==> config.mk <==
export PLATFORM = sky130hd
export DESIGN_NAME = body_code_encoder_flat
export DESIGN_NICKNAME = d
export VERILOG_FILES = /design/src/rtl/body_code_if.sv /design/src/rtl/body_code_encoder.sv /design/src/flat_wrapper.sv
export SDC_FILE = /design/constraint.sdc
export NUM_CORES = 1
export LEC_CHECK = 0
export ABC_AREA = 1
export CAP_MARGIN = 20
export CORE_ASPECT_RATIO = 0.7
export CORE_MARGIN = 5
export CORE_UTILIZATION = 50
export DETAILED_ROUTE_END_ITERATION = 12
export GPL_TIMING_DRIVEN = 0
export PLACE_DENSITY_LB_ADDON = 0.05
export SLEW_MARGIN = 20
export SYNTH_ARGS = -nofsm -noshare
export SYNTH_HDL_FRONTEND = slang
export SYNTH_SLANG_ARGS = --single-unit
==> constraint.sdc <==
create_clock -name clk -period 4.7 [get_ports clk]
set_input_delay 1.41 -clock clk [delete_from_list [all_inputs] [get_ports clk]]
set_output_delay 1.41 -clock clk [all_outputs]
set_load 0.1 [all_outputs]
==> src/rtl/body_code_if.sv <==
// Handshake bundle between a body-type request source and the body code encoder.
// Request side: type_valid/type_in/type_ready. Code side: code_valid/code_out/code_ready.
interface body_code_if;
  logic       type_valid;
  logic       type_in;
  logic       type_ready;
  logic       code_valid;
  logic [2:0] code_out;
  logic       code_ready;

  // Encoder side
  modport slave (
    input  type_valid,
    input  type_in,
    output type_ready,
    output code_valid,
    output code_out,
    input  code_ready
  );

  // Request producer / code consumer side
  modport master (
    output type_valid,
    output type_in,
    input  type_ready,
    input  code_valid,
    input  code_out,
    output code_ready
  );
endinterface

==> src/rtl/body_code_encoder.sv <==
// Body code encoder: turns 1-bit body-type requests into 3-bit body codes.
// Type 1 alternates 000/111; type 0 cycles 001..110. Codes are produced when the
// request is accepted and held in a DEPTH-entry FIFO until the consumer takes them.
// Optional macro BODY_ENC_CHECK_EN enables a sticky self-check (err) that
// reclassifies every pushed code against its requested type; otherwise err is 0.
module body_code_encoder #(
  parameter int unsigned DEPTH = 4,
  parameter int unsigned CNT_W = 8
) (
  input  logic                     clk,
  input  logic                     rst_n,
  body_code_if.slave               bus,
  output logic [$clog2(DEPTH):0]   level,
  output logic [CNT_W-1:0]         sent_cnt,
  output logic                     err
);
  localparam int unsigned PTR_W = $clog2(DEPTH);
  localparam int unsigned LVL_W = PTR_W + 1;

  logic [2:0]       mem [DEPTH];
  logic [PTR_W-1:0] wr_ptr;
  logic [PTR_W-1:0] rd_ptr;
  logic [LVL_W-1:0] level_q;
  logic             sel1;
  logic [2:0]       gen0;
  logic [2:0]       enc_code;
  logic             push;
  logic             pop;

  // Handshake qualification; type_ready deliberately ignores code_ready
  always_comb begin
    bus.type_ready = rst_n & (level_q != LVL_W'(DEPTH));
    bus.code_valid = (level_q != '0);
    push           = bus.type_valid & bus.type_ready;
    pop            = bus.code_valid & bus.code_ready;
    bus.code_out   = bus.code_valid ? mem[rd_ptr] : '0;
    level          = level_q;
  end

  // Code selection for the request currently offered
  always_comb begin
    enc_code = gen0;
    if (bus.type_in) begin
      enc_code = sel1 ? 3'b111 : 3'b000;
    end
  end

  // FIFO storage; contents need no reset since pointers gate visibility
  always_ff @(posedge clk) begin
    if (push) begin
      mem[wr_ptr] <= enc_code;
    end
  end

  // Pointers, occupancy and per-type sequence state
  always_ff @(posedge clk) begin
    if (!rst_n) begin
      wr_ptr  <= '0;
      rd_ptr  <= '0;
      level_q <= '0;
      sel1    <= 1'b0;
      gen0    <= 3'b001;
    end else begin
      if (push) begin
        wr_ptr <= wr_ptr + 1'b1;
        if (bus.type_in) begin
          sel1 <= ~sel1;
        end else begin
          gen0 <= (gen0 == 3'b110) ? 3'b001 : gen0 + 3'd1;
        end
      end
      if (pop) begin
        rd_ptr <= rd_ptr + 1'b1;
      end
      if (push && !pop) begin
        level_q <= level_q + 1'b1;
      end else if (pop && !push) begin
        level_q <= level_q - 1'b1;
      end
    end
  end

  // Saturating count of delivered codes
  always_ff @(posedge clk) begin
    if (!rst_n) begin
      sent_cnt <= '0;
    end else if (pop && (sent_cnt != '1)) begin
      sent_cnt <= sent_cnt + 1'b1;
    end
  end

`ifdef BODY_ENC_CHECK_EN
  logic code_class;

  // Reclassify the code being pushed the same way the downstream classifier does
  always_comb begin
    code_class = (enc_code == 3'b000) | (enc_code == 3'b111);
  end

  // Sticky error on any class disagreement
  always_ff @(posedge clk) begin
    if (!rst_n) begin
      err <= 1'b0;
    end else if (push && (code_class != bus.type_in)) begin
      err <= 1'b1;
    end
  end
`else
  // Checker absent
  always_comb begin
    err = 1'b0;
  end
`endif

endmodule

==> src/flat_wrapper.sv <==
// flat-port wrapper written by rule: the top's interface ports become plain ports
module body_code_encoder_flat 
#(
  parameter int unsigned DEPTH = 4,
  parameter int unsigned CNT_W = 8
)
  (clk, rst_n, level, sent_cnt, err, bus_type_valid, bus_type_in, bus_type_ready, bus_code_valid, bus_code_out, bus_code_ready);
  body_code_if bus_i ();
  input  logic clk;
  input  logic rst_n;
  output logic [$clog2(DEPTH):0] level;
  output logic [CNT_W-1:0] sent_cnt;
  output logic err;
  input wire logic [$bits(bus_i.type_valid)-1:0] bus_type_valid;
  input wire logic [$bits(bus_i.type_in)-1:0] bus_type_in;
  output wire logic [$bits(bus_i.type_ready)-1:0] bus_type_ready;
  output wire logic [$bits(bus_i.code_valid)-1:0] bus_code_valid;
  output wire logic [$bits(bus_i.code_out)-1:0] bus_code_out;
  input wire logic [$bits(bus_i.code_ready)-1:0] bus_code_ready;
  assign bus_i.type_valid = bus_type_valid;
  assign bus_i.type_in = bus_type_in;
  assign bus_type_ready = bus_i.type_ready;
  assign bus_code_valid = bus_i.code_valid;
  assign bus_code_out = bus_i.code_out;
  assign bus_i.code_ready = bus_code_ready;
  body_code_encoder #(.DEPTH(DEPTH), .CNT_W(CNT_W)) u_core (.clk(clk), .rst_n(rst_n), .bus(bus_i), .level(level), .sent_cnt(sent_cnt), .err(err));
endmodule
**After elaboration in Yosys (flattened, before gate mapping)**

Memories as Yosys holds them, arrays and structs flattened. A register that Yosys moved wholly into a read port is not among the register bits.
Index checks and enable logic that the tools add are counted.

- Flip-flop bits (word level): 19
- Bits in latches: 0
- RAM bits: 12
- Memory bits (read-only): 0
- Input bits: 5
- Output and inout bits: 17
- Word-level logic and storage cells: 40
- Memories kept: 1

Memories:

| memory | depth | bits a word | read ports | clocked after memory_dff | write ports | RTL line | RTL |
|---|---|---|---|---|---|---|---|
| u_core.mem | 4 | 3 | 1 | 1 | 1 | body_code_encoder.sv:20 | `logic [2:0] mem [DEPTH];` |

- Add/subtract/negate cells: 6
- Multiply operators: 0
- Div/mod/pow operators: 0
- Magnitude comparators: 0
- Eq/ne operators: 3
- Shifts and indexed selects: 0
- Muxes and demuxes: 10
- Bitwise operators: 5
- Reductions and logical operators: 9

Operator list:

| cell | count |
|---|---|
| 3-bit two-way mux | 6 |
| 8-bit by 1-bit adder with 8-bit output, second input constant | 1 |
| 8-bit != test, second input constant | 1 |
| 3-bit by 1-bit adder with 3-bit output, second input constant | 2 |
| 2-bit by 1-bit adder with 2-bit output, second input constant | 2 |
| 2-bit two-way mux | 2 |
| 2-bit AND reduction | 2 |
| 1-bit AND | 3 |
| 3-bit == test, second input constant | 1 |
| 1-bit logical AND | 3 |
| 3-bit != test, second input constant | 1 |
| 3-bit nonzero test | 1 |
| 3-bit by 1-bit subtractor with 3-bit output, second input constant | 1 |
| 1-bit logical NOT | 2 |
| 1-bit two-way mux | 2 |
| 1-bit inverter | 2 |
| 2-bit nonzero test | 1 |

**Logic depth before layout (Yosys ltp)**

Gate-level depths: netlist of the first run.

- Depth after elaboration: 7
- Gate-level depth with buffers: 13
- Depth with buffers taken out: 12

**Least setup slack after synthesis of the first run**

OpenSTA, ideal clock, no wires.

- Kind: input-to-output
- From: in rst_n
- To: out bus_type_ready
- Data arrival time: 3157 ps
- Required time: 3290 ps
- Setup slack: 133 ps
- Cell stages on the path: 3
- Buffers on the path: 1
- Path through: buf_2 -> inv_1 -> a21oi_1

- Longest elaborated chain between the ends: 1

Ends and longest elaborated chain:

| element | RTL line | RTL |
|---|---|---|
| start: declaration | flat_wrapper.sv:10 | `input logic rst_n;` |
| 1-bit AND | body_code_encoder.sv:32 | `bus.type_ready = rst_n & (level_q != LVL_W'(DEPTH));` |
| end: declaration | flat_wrapper.sv:16 | `output wire logic [$bits(bus_i.type_ready)-1:0] bus_type_ready;` |

No other way between the ends.

**Worst setup path after layout of the first run**

Ends and elaborated chain as after synthesis.

==> results of run 1 <==
state kept, by name (all words and copies together), names as in the netlist, named ones only:
| register | flops |
|---|---|
| u_core.mem | 12 |
| u_core.sent_cnt | 8 |
| u_core.gen0 | 3 |
| u_core.level | 3 |
| u_core.rd_ptr | 2 |
| u_core.wr_ptr | 2 |
| u_core.sel1 | 1 |
cell type report:
| class | instances | area share |
|---|---|---|
| Sequential cell | 33 | 0.392 |
| Buffer | 4 | 0.0144 |
| Inverter | 30 | 0.0565 |
| Clock buffer | 8 | 0.0452 |
| Timing Repair Buffer | 19 | 0.0954 |
| Tap cell | 38 | 0.0239 |
| Multi-Input combinational cell | 141 | 0.373 |
cell families after synthesis:
group | share of synthesized area
simple gates | 0.261
compound gates | 0.121
buf+inv | 0.0849
flops | 0.469
fa+ha+maj | 0.0571
xor+xnor | 0.00526
other cells | 0.00225
path summary, 6_finish.rpt:
kind | slack, ns | startpoint | cells after the start | endpoint
setup / recovery | 0.20 | rst_n | 4 | bus_type_ready
hold / removal | 0.47 | u_core.sel1$_SDFFE_PN0P_ | 2 | u_core.sel1$_SDFFE_PN0P_
setup reg to reg | 2.62 | u_core.level[0]$_SDFFE_PN0P_ | 13 | u_core.level[2]$_SDFFE_PN0P_
hold reg to reg | 0.47 | u_core.sel1$_SDFFE_PN0P_ | 2 | u_core.sel1$_SDFFE_PN0P_
through the flow:
stage	utilization	setup WS [ns]	cells	hold WS, ns	instance area (um^2)
5_1_grt	0.629	0.138	273	0.492	1990
3_5_place_dp	0.600	0.205	265	0.448	1900
4_1_cts	0.629	0.203	273	0.463	1990
3_3_place_gp	0.600	0.181	265	0.441	1900
2_1_floorplan	-	0.133	208	0.429	1670
6_report	0.629	0.198	273	0.466	1990
worst max-delay path, stage by stage:
cell	delay [ns]
buf_2	0.21
inv_1	0.18
a21oi_1	0.14
clkdlybuf4s50_1	1.14
per-layer routing:
layer / vias to the layer above / routed length, um / part of all wire / global-route usage
met2: 38 / 1400 / 0.41 / 0.222
met1: 606 / 1780 / 0.53 / 0.236
met5: - / 0 / 0 / 0
met3: 5 / 173 / 0.051 / 0.0481
met4: 0 / 35 / 0.010 / 0.0637
li1: 709 / - / - / -
where the power goes:
group	internal, uW	leakage (uW)	switching, uW
logic	165	0.000497	540
registers	337	0.000283	44.4
clock network	119	0.0000455	92.6
total	622	0.000825	677
cells in the final DEF, fill, tap and decap left out, types with 3 or more instances in the layout:
cell              n
clkbuf_8          6
nand2_4           3
inv_1            29
nand3_1           5
clkdlybuf4s50_1  19
nand2_2           4
ha_1              6
edfxtp_1         12
dfxtp_1          21
nand2_1          34
o21ai_0          16
a21oi_1          15
nor2_1           43
==> flow_metrics.tcl, run 1 <==
set metrics [dict create \
    nets 246 \
    cap_violations 0 \
    start_util 0.525 \
    grt_max_degree 11 \
    yosysMostFrequentCell "nor2_1" \
    synth.largest_area_cell "dfxtp_1" \
    crit_arrival_ns 3.09 \
    setup_viol 0 \
    cts.sinks 33 \
    layout_min_cycle_time_ns 4.50 \
    synth_area_um2 1670 \
    cts_buffer_depth 2 \
    wl_um 3390 \
    pin_count 22 \
    synth_area_leaders "dfxtp_1, edfxtp_1, nor2_1" \
    worstHoldPathType "flop to flop" \
    status "finished, final reports clean" \
    core-area_um2 3170 \
    avgRoutedWirePerCell_um 12.4 \
    grt-ovfl-total 0 \
    dieHeight_um 58.3 \
    grt_pass1_vias 1204 \
    clk_latency_ns 0.28 \
    seqCellArea_um2 781 \
    power_leakage_uw 0.000825 \
    syn_inst 208 \
    rsz0062_at_grt "false" \
    place.gp.congestion 0.791 \
    fin_total_pwr_uw 1300 \
    finClkSkew_ns 0.00868 \
    synth_top_area_frac 0.252 \
    syn_nets 220 \
    dieArea_um2 4600 \
    synth-edff-count 12 \
    postCtsHoldBufs 0 \
    root_buffer "clkbuf_8" \
    fillers 255 \
    worstMarginPinSlew_ns 1.01 \
    peakVddDrop_mv 0.508 \
    ys_seq_elements 33 \
    fmax_mhz 222 \
    grt_pass1_wl_um 5690 \
    clkSlewWorstSetupHoldPaths_ns 0.06 \
    port_buffers 19 \
    antennaDiodeCount 0 \
    async_flop_share 0 \
    drt_iter0_markers 103 \
    placementRows 17 \
    multiInputGateArea_um2 743 \
    syn_to_final_growth_pct 19.7 \
    ys.flop_type "dfxtp_1" \
    crit_fanout 9 \
    cp-end-kind "primary output" \
    viasPerCell 4.97 \
    post_cts_buffers 0 \
    tritoncts "built" \
    htree_num_levels 2 \
    syn_area_per_cell_um2 8.01 \
    hold_viol 0 \
    antenna_found_initial 0 \
    finalCritPeriodShare 0.958 \
    yosysWarnings 0 \
    drc 0 \
    power_density_nw_per_um2 652 \
    grtUsageTotal 0.161 \
    critPathLaunchType "input pin" \
    via_count 1358 \
    drive_gt1_frac 0.111 \
    synth_seq_area_share 0.469 \
    critPathRequiredTime_ns 3.29 \
    tns_ns 0 \
    final_antenna_net_count 0 \
    synth.distinct_cells 25 \
    max-slew-margin-rel 0.327 \
    slew_viol_final 0 \
    die_x_um 79.0 \
    ctsResizeCount 0 \
    place_hpwl_um 2590 \
    crit_type "input pin to primary output" \
    first_pass_iters 4 \
    ys_top_cells_by_count "nor2_1, nand2_1, inv_1" \
    cts_made_buffers 5 \
]
No activity file was read; power rests on OpenSTA's default activity.
==> inputs of run 2 (changes only) <==
--- a/config.mk
+++ b/config.mk
@@ -11,7 +11,6 @@
 export CORE_MARGIN = 5
 export CORE_UTILIZATION = 50
 export DETAILED_ROUTE_END_ITERATION = 12
-export GPL_TIMING_DRIVEN = 0
 export PLACE_DENSITY_LB_ADDON = 0.05
 export SLEW_MARGIN = 20
 export SYNTH_ARGS = -nofsm -noshare
==> run 2 against run 1 <==
Critical path depth is the same. Largest power group unchanged. First-iteration DRC count decreased by 41%. Via count is 5.2% lower. Critical path type unchanged. Fmax rose by 17%. Combinational power about the same. Register-to-register slack lost 0.03 ns. Utilization hardly changed. Global-route usage fell by 0.65 points. Routed wire length decreased by 5.6%. Non-clock buffer count decreased by 2. Sequential share of layout area is essentially flat.
==> flow_metrics.tcl, run 2 (same netlist as run 1, synthesis figures left out) <==
set metrics [dict create \
    max-slew-margin-rel 0.349 \
    cts_made_buffers 5 \
    root_buffer "clkbuf_8" \
    worstMarginPinSlew_ns 0.973 \
    grt-ovfl-total 0 \
    antennaDiodeCount 0 \
    largestRegisters "u_core.mem: 12 flops, u_core.sent_cnt: 8 flops" \
    avgRoutedWirePerCell_um 11.8 \
    crit_fanout 6 \
    wl_um 3200 \
    crit_arrival_ns 2.44 \
    cts.sinks 33 \
    critPathRequiredTime_ns 3.29 \
    worstHoldPathType "flop to flop" \
    regMostFlops "u_core.mem" \
    layout_min_cycle_time_ns 3.85 \
    clk_latency_ns 0.28 \
    slowest_delay_ns 0.48 \
    ctsResizeCount 0 \
    postCtsHoldBufs 0 \
    min_from "u_core.sel1$_SDFFE_PN0P_" \
    final_common_cell "nor2_1" \
    crit_buf_inv 3 \
    tns_ns 0 \
    final_antenna_net_count 0 \
    place_hpwl_um 2380 \
    critPathLaunch "rst_n" \
    port_buffers 20 \
    tritoncts "built" \
    slew_viol_final 0 \
    place.gp.congestion 0.802 \
    grt_max_degree 18 \
    setup_viol 0 \
    seqCellArea_um2 781 \
    post_cts_buffers 0 \
    antenna_found_initial 0 \
    r2r-start "u_core.level[0]$_SDFFE_PN0P_" \
    fillers 266 \
    die_x_um 79.0 \
    viasPerCell 4.75 \
    drive_gt1_frac 0.103 \
    crit_type "input pin to primary output" \
    cap_violations 0 \
    via_count 1287 \
    finClkSkew_ns 0.00839 \
    dieHeight_um 58.3 \
    layout_common_cells "nor2_1, nand2_1, inv_1, dfxtp_1, clkdlybuf4s50_1" \
    peakVddDrop_mv 0.506 \
    power_density_nw_per_um2 654 \
    fmax_mhz 260 \
    grt_pass1_vias 1184 \
    crit_slowest_cell "clkdlybuf4s50_1" \
    grtUsageTotal 0.155 \
    htree_num_levels 2 \
    drt_iter0_markers 61 \
    rsz0062_at_grt "false" \
    cp_top_family "buffers and inverters" \
    hold_slack_ns 0.474 \
    hold_viol 0 \
    cp-end-kind "primary output" \
    nets 244 \
    syn_to_final_growth_pct 19.6 \
    crit_chain "clkdlybuf4s50_1 -> inv_1 -> a21oi_1 -> buf_12" \
    placementRows 17 \
    first_pass_iters 4 \
    cts_buffer_depth 2 \
    status "finished, final reports clean" \
    drc 0 \
    clkSlewWorstSetupHoldPaths_ns 0.06 \
    dieArea_um2 4600 \
    power_leakage_uw 0.000820 \
    grt_pass1_wl_um 5440 \
    finalCritPeriodShare 0.820 \
    multiInputGateArea_um2 743 \
    core-area_um2 3170 \
    pin_count 22 \
    largest_reg_flops 12 \
    critPathLaunchType "input pin" \
    start_util 0.525 \
]
-- run 2: cell types whose count changed in the layout (fill, tap and decap cells not counted), sizes merged --
cell,before,now
buf,4,2
-- run 2: metal layers --
layer  share of wire  track usage  vias up
li1                -            -      699
met1            0.54        0.218      560
met2            0.40        0.217       21
met3           0.044       0.0590        7
met4           0.013       0.0539        0
met5               0            0        -
-- run 2: through the flow --
stage	setup WS [ns]	power, uW	util	cells	instance area [um^2]
floorplan	0.133	938	-	208	1670
global placement	0.871	1080	0.600	263	1900
detailed placement	0.846	1090	0.600	263	1900
CTS	0.845	1310	0.629	271	1990
global route	0.737	1380	0.629	271	1990
finish	0.848	1300	0.629	271	1990
-- run 2: area by class of cell --
type,count,area share
repair buffers,21,0.109
flip-flops and latches,33,0.392
well taps,38,0.0239
clock buffers,8,0.0452
inverters,30,0.0565
multi-input cells,141,0.373
-- run 2: path summary, 6_finish.rpt --
kind | end | slack, ns | cells past startpoint
hold reg to reg | u_core.sel1$_SDFFE_PN0P_ | 0.47 | 2
hold / removal | u_core.sel1$_SDFFE_PN0P_ | 0.47 | 2
setup / recovery | bus_type_ready | 0.85 | 4
setup reg to reg | u_core.level[2]$_SDFFE_PN0P_ | 2.59 | 12
-- run 2: report_power, final --
group	switching [uW]	internal (uW)	leakage, uW
clock network	96.5	119	0.0000455
registers	45.1	337	0.000283
logic	538	167	0.000491
total	679	624	0.000820
-- run 2: tightest hold or removal path, delay by kind of cell (launching register included) --
kind | cells | cell delay, ns
flip-flops | 1 | 0.33
AO/OA/AOI/OAI | 1 | 0.07
buffers and inverters | 1 | 0.04
==> edit 1, RTL diff (flow settings as in run 2) <==
Build with the macro `BODY_ENC_CHECK_EN` defined.
--- a/src/rtl/body_code_encoder.sv
+++ b/src/rtl/body_code_encoder.sv
@@ -3,6 +3,8 @@
 // request is accepted and held in a DEPTH-entry FIFO until the consumer takes them.
 // Optional macro BODY_ENC_CHECK_EN enables a sticky self-check (err) that
 // reclassifies every pushed code against its requested type; otherwise err is 0.
+`define BODY_ENC_CHECK_EN
+
 module body_code_encoder #(
   parameter int unsigned DEPTH = 4,
   parameter int unsigned CNT_W = 8
Check against the original RTL: no difference found for any inputs over 4 cycles, from zero or initial values and one cycle with rst_n low; that may be too few to reach the edited logic, so the function may still have changed.
==> edit 1 against run 2 <==
- setup slack worse by 0.21 ns
- total power grew 2.1%
- sequential cell count up 1
- design area increased by 3.6%
- critical path depth is the same
- highest routed layer unchanged
- routed wire length rose by 10%
- hold slack gained 0.021 ns
- area after synthesis rose by 1.4%
==> edit 1: results (changes against run 2) <==
| Metric | Value |
|---|---|
| Cell types with the largest area share after synthesis | `sky130_fd_sc_hd__dfxtp_1 26%, sky130_fd_sc_hd__edfxtp_1 21%, sky130_fd_sc_hd__nor2_1 9.8%` |
| Wire length of the first global-routing pass | `5.906 mm (+8.6%)` |
| Final Skew | `0.006083 ns (-0.002306 ns)` |
| Sequential cell area fraction in the yosys report | `47.41% (+0.53 points)` |
| IO buf count | `21 (+5.0%)` |
| Outcome | `finished clean` |
| Distinct cell type count after synthesis | `24 (-4.0%)` |
| Worst-case register-to-register setup slack | `2.67 ns (+0.08 ns)` |
| Iteration-0 DRC Markers | `119 (+95%)` |
| Switching part of the total | `50.15% (-2.0 points)` |
| Fraction of final layout cells sized beyond drive strength 1 | `10.55% (+0.25 points)` |
| Total global-route track usage | `16.18% (+0.68 points)` |
| Placement-stage worst setup slack | `0.6321 ns (-0.2137 ns)` |
| Top-count cell post-synth | `sky130_fd_sc_hd__nor2_1` |
| Fraction of power consumed by the clock network | `19.8% (+3.2 points)` |
| Maximum vdd ir drop | `0.5414 mV (+6.9%)` |
| Most used standard cells in the synthesized netlist | `44 x sky130_fd_sc_hd__nor2_1, 31 x sky130_fd_sc_hd__nand2_1, 25 x sky130_fd_sc_hd__inv_1` |
| Post-route non-filler standard cell count | `275 (+1.5%)` |
| Routability Congestion | `0.8975 (+12%)` |
| Router iterations before antenna repair | `4 (unchanged)` |
| Mean cell area of the mapped netlist | `8.082 um^2 (+0.94%)` |
| Static leakage | `0.8354 nW (+1.9%)` |
| Number of cells after detailed placement | `267 (+1.5%)` |
| Number of nets in the layout | `248 (+1.6%)` |
| Via count of the first global-routing pass | `1373 (+16%)` |
| Average via count per standard cell | `5.258 (+11%)` |
| Arrival time of the worst setup path | `2.65 ns (+0.21 ns)` |
| HPWL after detailed placement | `2.721 mm (+14%)` |
| Post-synthesis net count | `221 (+0.45%)` |
| Seq power | `0.000389 W (+2%)` |
| Tcrit/Tclk final | `86.42% (+4.5 points)` |
| CP Max Fanout | `9 (+3)` |
| Largest net degree at the start of global routing | `17 (-1)` |
| Placed standard-cell area | `1954 um^2 (+2.8%)` |
edit 1: logic make-up after synthesis:
family                   synth area share (%)
AO/OA/AOI/OAI                           10.59
flip-flops                              47.41
XOR/XNOR                                2.074
adder cells (fa/ha/maj)                 5.630
AND/OR/NAND/NOR                         27.26
buffers and inverters                   7.037
edit 1: worst min-delay path by stage:
stage	slack (ns)	cells after the start	start	end
6_report	0.50	2	u_core.gen0[1]	u_core.gen0[1]
5_1_grt	0.53	2	u_core.sel1	u_core.sel1
4_1_cts	0.50	2	u_core.gen0[1]	u_core.gen0[1]
3_5_place_dp	0.48	2	u_core.gen0[1]	u_core.gen0[1]
3_3_place_gp	0.46	2	u_core.gen0[1]	u_core.gen0[1]
2_1_floorplan	0.44	2	u_core.gen0[1]	u_core.gen0[1]
edit 1: area by class of cell:
class | instances | area [um^2]
fillers | 273 | 1127
repair buffers | 22 | 227.7
clock inverters | 3 | 40.04
multi-input cells | 144 | 769.5
inverters | 29 | 108.9
clock buffers | 5 | 68.82
well taps | 38 | 47.55
flip-flops and latches | 34 | 800.8
edit 1: tightest hold or removal path: stages, from the launching register on:
cell,delay [ns]
sky130_fd_sc_hd__dfxtp_1,0.34
sky130_fd_sc_hd__nor2_1,0.05
sky130_fd_sc_hd__nor2_1,0.08
edit 1: stage by stage:
stage / total power [W] / util [%]
4_1_cts: 0.001337 / 64.67
6_report: 0.001331 / 64.67
3_3_place_gp: 0.001058 / 61.25
3_5_place_dp: 0.001073 / 61.25
2_1_floorplan: 0.0009212 / -
5_1_grt: 0.001398 / 64.67
edit 1: layer usage:
metal	global-route usage (%)	share of wire [%]	vias up
li1	-	-	724
met1	20.44	45	652
met2	26.63	47	61
met3	4.893	7.0	9
met4	5.392	1.3	0
met5	0	0	-
==> edit 2, RTL diff (settings of run 2) <==
Without the edit above. Register the output `sent_cnt` once more, cleared by the reset; this adds one clock of latency there. The other outputs are not delayed to match.
--- a/src/rtl/body_code_encoder.sv
+++ b/src/rtl/body_code_encoder.sv
@@ -16,6 +16,8 @@
 );
   localparam int unsigned PTR_W = $clog2(DEPTH);
   localparam int unsigned LVL_W = PTR_W + 1;
+
+  logic [CNT_W-1:0] sent_cnt_s0;
 
   logic [2:0]       mem [DEPTH];
   logic [PTR_W-1:0] wr_ptr;
@@ -83,9 +85,9 @@
   // Saturating count of delivered codes
   always_ff @(posedge clk) begin
     if (!rst_n) begin
-      sent_cnt <= '0;
-    end else if (pop && (sent_cnt != '1)) begin
-      sent_cnt <= sent_cnt + 1'b1;
+      sent_cnt_s0 <= '0;
+    end else if (pop && (sent_cnt_s0 != '1)) begin
+      sent_cnt_s0 <= sent_cnt_s0 + 1'b1;
     end
   end
 
@@ -112,5 +114,13 @@
   end
 `endif
 
+  always_ff @(posedge clk) begin
+    if (!rst_n) begin
+      sent_cnt <= '0;
+    end else begin
+      sent_cnt <= sent_cnt_s0;
+    end
+  end
+
 endmodule
 
Behaviour: not the same (a bounded check fails within 4 cycles, from zero or initial values and one cycle with rst_n low).
==> edit 2 against run 2 <==
- area after synthesis rose by 13%
- setup slack worse by 0.034 ns
- sequential power increased by 19%
- cell count up 12%
- routed wire length is 2.6% higher
- via count grew 8.2%
- total power increased by 8.5%
- non-clock buffer count unchanged
- design area is 13% higher
- fmax shrank 0.88%
- sequential cell count increased by 8
- count of clock-buffer cells in the layout is 1 lower
- clock power rose by 35%
==> edit 2: results (changes against run 2) <==
| Metric | Value |
|---|---|
| Outcome | `finished clean` |
| Clock transition at the registers of the reported paths | `0.08 ns (+0.02 ns)` |
| Number of filler instances in the final layout | `307 (+15%)` |
| HPWL after detailed placement | `2.478 mm (+3.9%)` |
| Maximum vdd ir drop | `0.4915 mV (-3.0%)` |
| Overall die area | `5116 um^2 (+11%)` |
| Largest registers | `u_core.mem (12), u_core.sent_cnt (8), u_core.sent_cnt_s0 (8)` |
| Fraction of final layout cells sized beyond drive strength 1 | `9.449% (-0.85 points)` |
| Final Skew | `0.01011 ns (+0.001721 ns)` |
| Multi-input gates | `148 (+5.0%)` |
| Power share of the combinational group | `47.3% (-6.8 points)` |
| Proportion of cell area occupied by multi-input gates | `34.22% (-3.1 points)` |
| Via count of the first global-routing pass | `1174 (-0.84%)` |
| Sequential cells | `41 (+24%)` |
| Arrival time of the worst setup path | `2.48 ns (+0.04 ns)` |
| Most used standard cells in the synthesized netlist | `42 x sky130_fd_sc_hd__nor2_1, 40 x sky130_fd_sc_hd__nand2_1, 35 x sky130_fd_sc_hd__inv_1` |
| Cell types with the largest area share after synthesis | `sky130_fd_sc_hd__dfxtp_1 31%, sky130_fd_sc_hd__edfxtp_1 19%, sky130_fd_sc_hd__nor2_1 8.4%` |
| Clock-cell share | `5.657% (+1.1 points)` |
| Worst-case register-to-register setup slack | `2.60 ns (about the same)` |
| Router iterations before antenna repair | `5 (+1)` |
| Worst slew pin tran | `0.9792 ns (+0.006268 ns)` |
| Seq power | `0.000454 W (+19%)` |
| Net switching power of the design | `0.0006746 W (-0.71%)` |
| Post-synthesis net count | `243 (+10%)` |
| Iteration-0 DRC Markers | `94 (+54%)` |
| CP Max Fanout | `7 (+1)` |
| Final wirelength | `3.280 mm (+2.6%)` |
| Total global-route track usage | `13.91% (-1.6 points)` |
| Largest net degree at the start of global routing | `25 (+7)` |
| Wire length of the first global-routing pass | `5.457 mm (+0.37%)` |
| Distinct cell type count after synthesis | `27 (+8.0%)` |
-- edit 2: through the flow --
step / hold WS [ns] / worst slack (ns) / std cells / cell area, um^2 / utilization [%]
detailed placement: 0.4600 / 0.8104 / 296 / 2128 / 59.43
CTS: 0.4728 / 0.8046 / 304 / 2256 / 63.00
global placement: 0.4557 / 0.8133 / 296 / 2128 / 59.43
finish: 0.4690 / 0.8142 / 304 / 2256 / 63.00
floorplan: 0.4329 / 0.1947 / 231 / 1884 / -
global route: 0.4857 / 0.7372 / 304 / 2256 / 63.00
-- edit 2: worst paths after layout --
check	start	to	cells after the start
setup / recovery	rst_n	bus_type_ready	4
hold / removal	u_core.rd_ptr[1]	u_core.rd_ptr[1]	2
setup reg to reg	u_core.level[0]	u_core.level[2]	12
hold reg to reg	u_core.rd_ptr[1]	u_core.rd_ptr[1]	2
-- edit 2: logic make-up after synthesis --
kind of cell | after synthesis | synth area share, %
flops | 41 | 49.93
buf+inv | 42 | 9.097
fa+ha+maj | 7 | 5.046
other cells | 1 | 0.1990
simple gates | 102 | 23.97
xor+xnor | 3 | 1.395
compound gates | 35 | 10.36
-- edit 2: per-layer routing --
| layer | up-vias | share of wire (%) | global-route usage, % |
|---|---|---|---|
| met2 | 31 | 35 | 18.61 |
| met4 | 0 | 1.2 | 5.594 |
| met5 | - | 0 | 0 |
| met1 | 591 | 58 | 20.80 |
| li1 | 766 | - | - |
| met3 | 5 | 5.5 | 4.144 |
-- edit 2: critical path, delay by kind of cell --
kind / cells / cell delay (ns)
buf+inv: 3 / 0.81
compound gates: 1 / 0.25
